$ cat config.mk
export PLATFORM = sky130hd
export DESIGN_NAME = instr_fetch_unit_flat
export DESIGN_NICKNAME = d
export VERILOG_FILES = /design/src/rtl/instr_fetch_if.sv /design/src/rtl/instr_fetch_unit.sv /design/src/flat_wrapper.sv
export SDC_FILE = /design/constraint.sdc
export NUM_CORES = 1
export LEC_CHECK = 0
export CORE_ASPECT_RATIO = 1.25
export CORE_MARGIN = 2
export CORE_UTILIZATION = 58
export CTS_BUF_LIST = sky130_fd_sc_hd__clkbuf_16
export DETAILED_ROUTE_END_ITERATION = 8
export PLACE_DENSITY = 0.9
export SLEW_MARGIN = 20
export SYNTH_ARGS = -nofsm -noshare
export SYNTH_HDL_FRONTEND = slang
export SYNTH_SLANG_ARGS = --single-unit
$ cat constraint.sdc
create_clock -name clk -period 6.2 [get_ports clk]
set_clock_uncertainty 0.2 [all_clocks]
set_input_delay 0.93 -clock clk [delete_from_list [all_inputs] [get_ports clk]]
set_output_delay 0.93 -clock clk [all_outputs]
set_load 0.03 [all_outputs]
$ cat src/rtl/instr_fetch_if.sv
// Fetch-stage bus bundle: redirect from the PC stage, instruction-memory
// req/gnt/rvalid channel, and the valid/ready channel toward decode.
interface instr_fetch_if #(
  parameter int ADDR_W  = 16,
  parameter int INSTR_W = 16
);
  logic               redirect;
  logic [ADDR_W-1:0]  pc_in;
  logic               imem_req;
  logic [ADDR_W-1:0]  imem_addr;
  logic               imem_gnt;
  logic               imem_rvalid;
  logic [INSTR_W-1:0] imem_rdata;
  logic               instr_valid;
  logic               instr_ready;
  logic [INSTR_W-1:0] instr;
  logic [ADDR_W-1:0]  instr_pc;

  modport master (
    input  redirect, pc_in, imem_gnt, imem_rvalid, imem_rdata, instr_ready,
    output imem_req, imem_addr, instr_valid, instr, instr_pc
  );

  modport slave (
    output redirect, pc_in, imem_gnt, imem_rvalid, imem_rdata, instr_ready,
    input  imem_req, imem_addr, instr_valid, instr, instr_pc
  );
endinterface

$ cat src/rtl/instr_fetch_unit.sv
// Instruction fetch stage: one outstanding memory read at a time, a small
// prefetch queue toward decode, and flush/discard on PC redirect.
module instr_fetch_unit #(
  parameter int                ADDR_W     = 16,
  parameter int                INSTR_W    = 16,
  parameter int                DEPTH      = 2,
  parameter logic [ADDR_W-1:0] RESET_ADDR = '0
) (
  input  logic          clk,
  input  logic          rst,
  instr_fetch_if.master bus
);
  localparam int               PTR_W    = $clog2(DEPTH);
  localparam int               CNT_W    = PTR_W + 1;
  localparam logic [CNT_W-1:0] FULL_CNT = CNT_W'(DEPTH);

  typedef enum logic [1:0] {
    S_IDLE,
    S_REQ,
    S_WAIT,
    S_DROP
  } state_t;

  state_t             r_state;
  logic               r_imem_req;
  logic [ADDR_W-1:0]  r_fetch_ptr;
  logic [ADDR_W-1:0]  r_req_addr;

  logic [INSTR_W-1:0] r_mem_instr [DEPTH];
  logic [ADDR_W-1:0]  r_mem_pc    [DEPTH];
  logic [PTR_W-1:0]   r_wr_ptr;
  logic [PTR_W-1:0]   r_rd_ptr;
  logic [CNT_W-1:0]   r_count;

  logic               r_instr_valid;
  logic [INSTR_W-1:0] r_instr;
  logic [ADDR_W-1:0]  r_instr_pc;

  logic               w_pop;
  logic               w_push;
  logic               w_bypass;
  logic               w_credit_idle;
  logic               w_credit_push;
  logic [PTR_W-1:0]   w_rd_ptr_next;
  logic [CNT_W-1:0]   w_count_kept;
  logic [CNT_W-1:0]   w_count_next;
  logic [INSTR_W-1:0] w_head_instr;
  logic [ADDR_W-1:0]  w_head_pc;

  // A response that races a redirect is never pushed; the queue is being cleared.
  always_comb begin
    w_pop         = r_instr_valid && bus.instr_ready;
    w_push        = (r_state == S_WAIT) && bus.imem_rvalid && !bus.redirect;
    w_rd_ptr_next = r_rd_ptr + PTR_W'(w_pop);
    w_count_kept  = r_count - CNT_W'(w_pop);
    w_count_next  = bus.redirect ? '0 : (w_count_kept + CNT_W'(w_push));
    w_bypass      = w_push && (w_count_kept == '0);
    w_credit_idle = r_count < FULL_CNT;
    w_credit_push = w_count_next < FULL_CNT;
    w_head_instr  = w_bypass ? bus.imem_rdata : r_mem_instr[w_rd_ptr_next];
    w_head_pc     = w_bypass ? r_req_addr     : r_mem_pc[w_rd_ptr_next];
  end

  always_ff @(posedge clk) begin
    if (w_push) begin
      r_mem_instr[r_wr_ptr] <= bus.imem_rdata;
      r_mem_pc[r_wr_ptr]    <= r_req_addr;
    end
  end

  // Head registers load the next head early so decode sees a registered value.
  always_ff @(posedge clk) begin
    if (rst) begin
      r_wr_ptr      <= '0;
      r_rd_ptr      <= '0;
      r_count       <= '0;
      r_instr_valid <= 1'b0;
      r_instr       <= '0;
      r_instr_pc    <= '0;
    end else begin
      r_count       <= w_count_next;
      r_instr_valid <= (w_count_next != '0);
      if (bus.redirect) begin
        r_wr_ptr <= '0;
        r_rd_ptr <= '0;
      end else begin
        r_wr_ptr <= r_wr_ptr + PTR_W'(w_push);
        r_rd_ptr <= w_rd_ptr_next;
      end
      if (w_count_next != '0) begin
        r_instr    <= w_head_instr;
        r_instr_pc <= w_head_pc;
      end
    end
  end

  always_ff @(posedge clk) begin
    if (rst) begin
      r_state     <= S_IDLE;
      r_imem_req  <= 1'b0;
      r_fetch_ptr <= RESET_ADDR;
      r_req_addr  <= RESET_ADDR;
    end else begin
      unique case (r_state)
        S_IDLE: begin
          if (bus.redirect) begin
            r_fetch_ptr <= bus.pc_in;
            r_state     <= S_REQ;
            r_imem_req  <= 1'b1;
          end else if (w_credit_idle) begin
            r_state    <= S_REQ;
            r_imem_req <= 1'b1;
          end
        end
        S_REQ: begin
          if (bus.imem_gnt) begin
            r_req_addr <= r_fetch_ptr;
            r_imem_req <= 1'b0;
            if (bus.redirect) begin
              r_fetch_ptr <= bus.pc_in;
              r_state     <= S_DROP;
            end else begin
              r_fetch_ptr <= r_fetch_ptr + ADDR_W'(1);
              r_state     <= S_WAIT;
            end
          end else if (bus.redirect) begin
            r_fetch_ptr <= bus.pc_in;
          end
        end
        S_WAIT: begin
          if (bus.redirect) begin
            r_fetch_ptr <= bus.pc_in;
            if (bus.imem_rvalid) begin
              r_state    <= S_REQ;
              r_imem_req <= 1'b1;
            end else begin
              r_state <= S_DROP;
            end
          end else if (bus.imem_rvalid) begin
            if (w_credit_push) begin
              r_state    <= S_REQ;
              r_imem_req <= 1'b1;
            end else begin
              r_state <= S_IDLE;
            end
          end
        end
        S_DROP: begin
          if (bus.redirect) begin
            r_fetch_ptr <= bus.pc_in;
          end
          if (bus.imem_rvalid) begin
            r_state <= S_IDLE;
          end
        end
        default: begin
          r_state    <= S_IDLE;
          r_imem_req <= 1'b0;
        end
      endcase
    end
  end

  assign bus.imem_req    = r_imem_req;
  assign bus.imem_addr   = r_fetch_ptr;
  assign bus.instr_valid = r_instr_valid;
  assign bus.instr       = r_instr;
  assign bus.instr_pc    = r_instr_pc;
endmodule

$ cat src/flat_wrapper.sv
// flat-port wrapper written by rule: the top's interface ports become plain ports
module instr_fetch_unit_flat 
#(
  parameter int                ADDR_W     = 16,
  parameter int                INSTR_W    = 16,
  parameter int                DEPTH      = 2,
  parameter logic [ADDR_W-1:0] RESET_ADDR = '0
)
  (clk, rst, bus_redirect, bus_pc_in, bus_imem_gnt, bus_imem_rvalid, bus_imem_rdata, bus_instr_ready, bus_imem_req, bus_imem_addr, bus_instr_valid, bus_instr, bus_instr_pc);
  instr_fetch_if #(.ADDR_W(ADDR_W), .INSTR_W(INSTR_W)) bus_i ();
  input  logic clk;
  input  logic rst;
  input wire logic [$bits(bus_i.redirect)-1:0] bus_redirect;
  input wire logic [$bits(bus_i.pc_in)-1:0] bus_pc_in;
  input wire logic [$bits(bus_i.imem_gnt)-1:0] bus_imem_gnt;
  input wire logic [$bits(bus_i.imem_rvalid)-1:0] bus_imem_rvalid;
  input wire logic [$bits(bus_i.imem_rdata)-1:0] bus_imem_rdata;
  input wire logic [$bits(bus_i.instr_ready)-1:0] bus_instr_ready;
  output wire logic [$bits(bus_i.imem_req)-1:0] bus_imem_req;
  output wire logic [$bits(bus_i.imem_addr)-1:0] bus_imem_addr;
  output wire logic [$bits(bus_i.instr_valid)-1:0] bus_instr_valid;
  output wire logic [$bits(bus_i.instr)-1:0] bus_instr;
  output wire logic [$bits(bus_i.instr_pc)-1:0] bus_instr_pc;
  assign bus_i.redirect = bus_redirect;
  assign bus_i.pc_in = bus_pc_in;
  assign bus_i.imem_gnt = bus_imem_gnt;
  assign bus_i.imem_rvalid = bus_imem_rvalid;
  assign bus_i.imem_rdata = bus_imem_rdata;
  assign bus_i.instr_ready = bus_instr_ready;
  assign bus_imem_req = bus_i.imem_req;
  assign bus_imem_addr = bus_i.imem_addr;
  assign bus_instr_valid = bus_i.instr_valid;
  assign bus_instr = bus_i.instr;
  assign bus_instr_pc = bus_i.instr_pc;
  instr_fetch_unit #(.ADDR_W(ADDR_W), .INSTR_W(INSTR_W), .DEPTH(DEPTH), .RESET_ADDR(RESET_ADDR)) u_core (.clk(clk), .rst(rst), .bus(bus_i));
endmodule
==> run summary <==
htree depth: 4
Reg power frac: 44.6%
measured slew at the worst slew-check pin: 1.100 ns
clk sinks: 136
HPWL Detailed: 8.153 mm
HP Class: flip-flop to flip-flop
Fmax achieved: 263.4 MHz
Crit Path Max Fanout: 32
Sw Ratio: 21.38%
most frequent cells in the layout: 87 x clkdlybuf4s50_1, 72 x dfxtp_1, 68 x nand3_1
Startpoint Class: input port
Max Buffers Root-to-Sink: 2
WL final: 14.07 mm
post-route minimum period: 3.797 ns
post-DR vias/cell: 6.199
Setup Buffers After CTS: 0
global-route wire length before repair: 22.58 mm
TritonCTS clock tree: built
Final Max Slew Viols: 0
fin util: 75.24%
post-cts resize count: 0
Clock power frac: 49.5%
final setup vio count: 0
chip height: 114.0 µm
average wire per standard cell: 19.49 µm
kind of critical path: input port to flip-flop
Area Growth Syn to Fin: 27.32%
sw power: 0.4673 mW
Placer Congestion: 0.8029
Die X-Extent: 92.04 µm
total global routing overflow: 0
leakage power: 2.540 nW
hold_buf cts: 0
number of diodes: 0
total number of vias: 4476
vias in the first global route: 4531
Yosys warnings: 0
1st-iter DRT viols: 405
Post-synth EDFFs: 64
GRT Total Usage: 28.03%
initial core utilization: 59.09%
Mapped Area: 5619 µm²
syn nets: 554
latest clock arrival within the worst-skew pair: 0.42 ns
Final Net Count: 626
Worst setup EP type: flip-flop
fraction of registers with async set/reset: 0%
combinational power share: 5.9%
post-route ant nets: 0
Crit path required time: 6.35 ns
largest net degree at the start of global routing: 65
Die ar.: 10500 µm²
Most used DFF post-synth: dfxtp_1
core box area: 9509 µm²
initial antenna violation count: 0
Cell Int Power: 1.719 mW
most common cell after layout, fill and taps aside: clkdlybuf4s50_1
Port Buffer Count: 87
DRT Pass-1 Iters: 5
CTS root buffer: clkbuf_16
Post-Syn Area per Cell: 11.00 µm²
num ports: 88
Synth Instances: 511
RSZ-0062 raised after global routing: false
sequential share of the synthesized area: 59.85%
Synth Register Bits: 136
worst path arrival time: 3.94 ns
max-cap violation count: 0
clk slew on worst S/H paths: 0.06 ns
Final Hold Vio Count: 0
Rows: 40
status: completed
share of cells above drive strength 1: 13.09%
Power Density: 305.5 nW/µm²
Yosys cell types: 48
DRC: 0
period utilization: 61.24%
VDD IR-drop max: 217.8 µV
total negative slack: 0 ns
CTS Buf Count: 17
Slew HR: 26.64%
-- cells in the mapped netlist, drive strengths merged (2+ instances only) --
cell type	n	area share [%]
xnor2	7	1.1
buf	8	0.98
o21ai	35	3.1
nand3b	2	0.27
edfxtp	64	34
nor2b	3	0.33
dfxtp	72	26
o21bai	2	0.27
ha	5	1.1
a32o	32	5.7
and2	2	0.25
and3b	2	0.31
inv	9	0.60
nor3	8	0.80
nand3	70	6.3
or2	33	3.7
nor2	17	1.1
nor4	2	0.22
clkbuf	32	2.5
a211oi	9	1.2
or4	5	0.67
a21oi	20	1.8
xor2	4	0.62
o31ai	5	0.67
a311oi	6	0.94
nand2	39	2.6
nand4	5	0.67
-- power groups by stage --
stage               sequential [mW]  clock, mW  combinational [mW]
finish                        0.975       1.08               0.130
floorplan                      1.01          0              0.0515
CTS                           0.975       1.08               0.130
global placement              0.991          0               0.123
global route                  0.977       1.13               0.138
detailed placement            0.993          0               0.127
-- metal layers --
layer  up-vias  wire, µm  track usage (%)
li1       2051         -                -
met1      2180      5276            31.32
met2       211      7493            50.88
met3        34       910            6.671
met4         0       392            12.14
met5         -         0                0
-- state kept, by name, summed over array words and instances (netlist names) --
register	count
u_core.r_count	2
u_core.r_state	2
u_core.r_wr_ptr	1
u_core.bus.instr	16
u_core.r_req_addr	16
u_core.bus.imem_req	1
u_core.r_rd_ptr	1
u_core.r_mem_instr	32
u_core.bus.instr_pc	16
u_core.bus.imem_addr	16
u_core.r_mem_pc	32
u_core.bus.instr_valid	1
-- final cells by class --
class | count | area, µm²
Inverter | 9 | 33.78
Clock buffer | 17 | 425.4
Sequential cell | 136 | 3363
Fill cell | 622 | 2355
Multi-Input combinational cell | 326 | 2049
Clock inverter | 15 | 209.0
Timing Repair Buffer | 93 | 915.9
Tap cell | 126 | 157.7
-- per-stage QoR --
step                      hold slack, ns  setup slack (ns)  cell area [µm²]  total power, mW  std cells
after CTS                         0.2675             2.457             7147            2.188        722
after floorplan                   0.2398             3.326             5619            1.058        511
after global routing              0.2817             2.307             7154            2.245        722
after detailed placement          0.2548             2.042             6513            1.120        690
final                             0.2647             2.403             7154            2.186        722
after global placement            0.2481             2.164             6513            1.114        690
-- kinds of logic (layout without fill, tap and decap cells) --
kind of cell	after synthesis	after routing	share of synthesized area, %
flops	136	136	59.85
buf+inv	49	134	4.075
compound gates	117	117	14.92
simple gates	192	192	17.92
xor+xnor	12	12	2.115
fa+ha+maj	5	5	1.113
-- final timing paths --
kind	startpoint	to	slack [ns]	cells after the start
worst max-delay path	bus_redirect	u_core.bus.instr_pc[15]	2.40	7
worst min register to register	u_core.bus.instr[13]	u_core.bus.instr[13]	0.26	1
worst min-delay path	u_core.bus.instr[13]	u_core.bus.instr[13]	0.26	1
worst max register to register	u_core.bus.instr_valid	u_core.bus.instr_pc[15]	3.15	8
-- worst max-delay path, cell delays in order --
cell,delay (ns)
clkdlybuf4s50_1,0.83
and4bb_2,0.36
ha_1,0.25
xnor3_1,0.32
nor2b_1,0.30
o21ba_2,0.69
a32o_1,0.25
(Power assumes the default switching activity.)
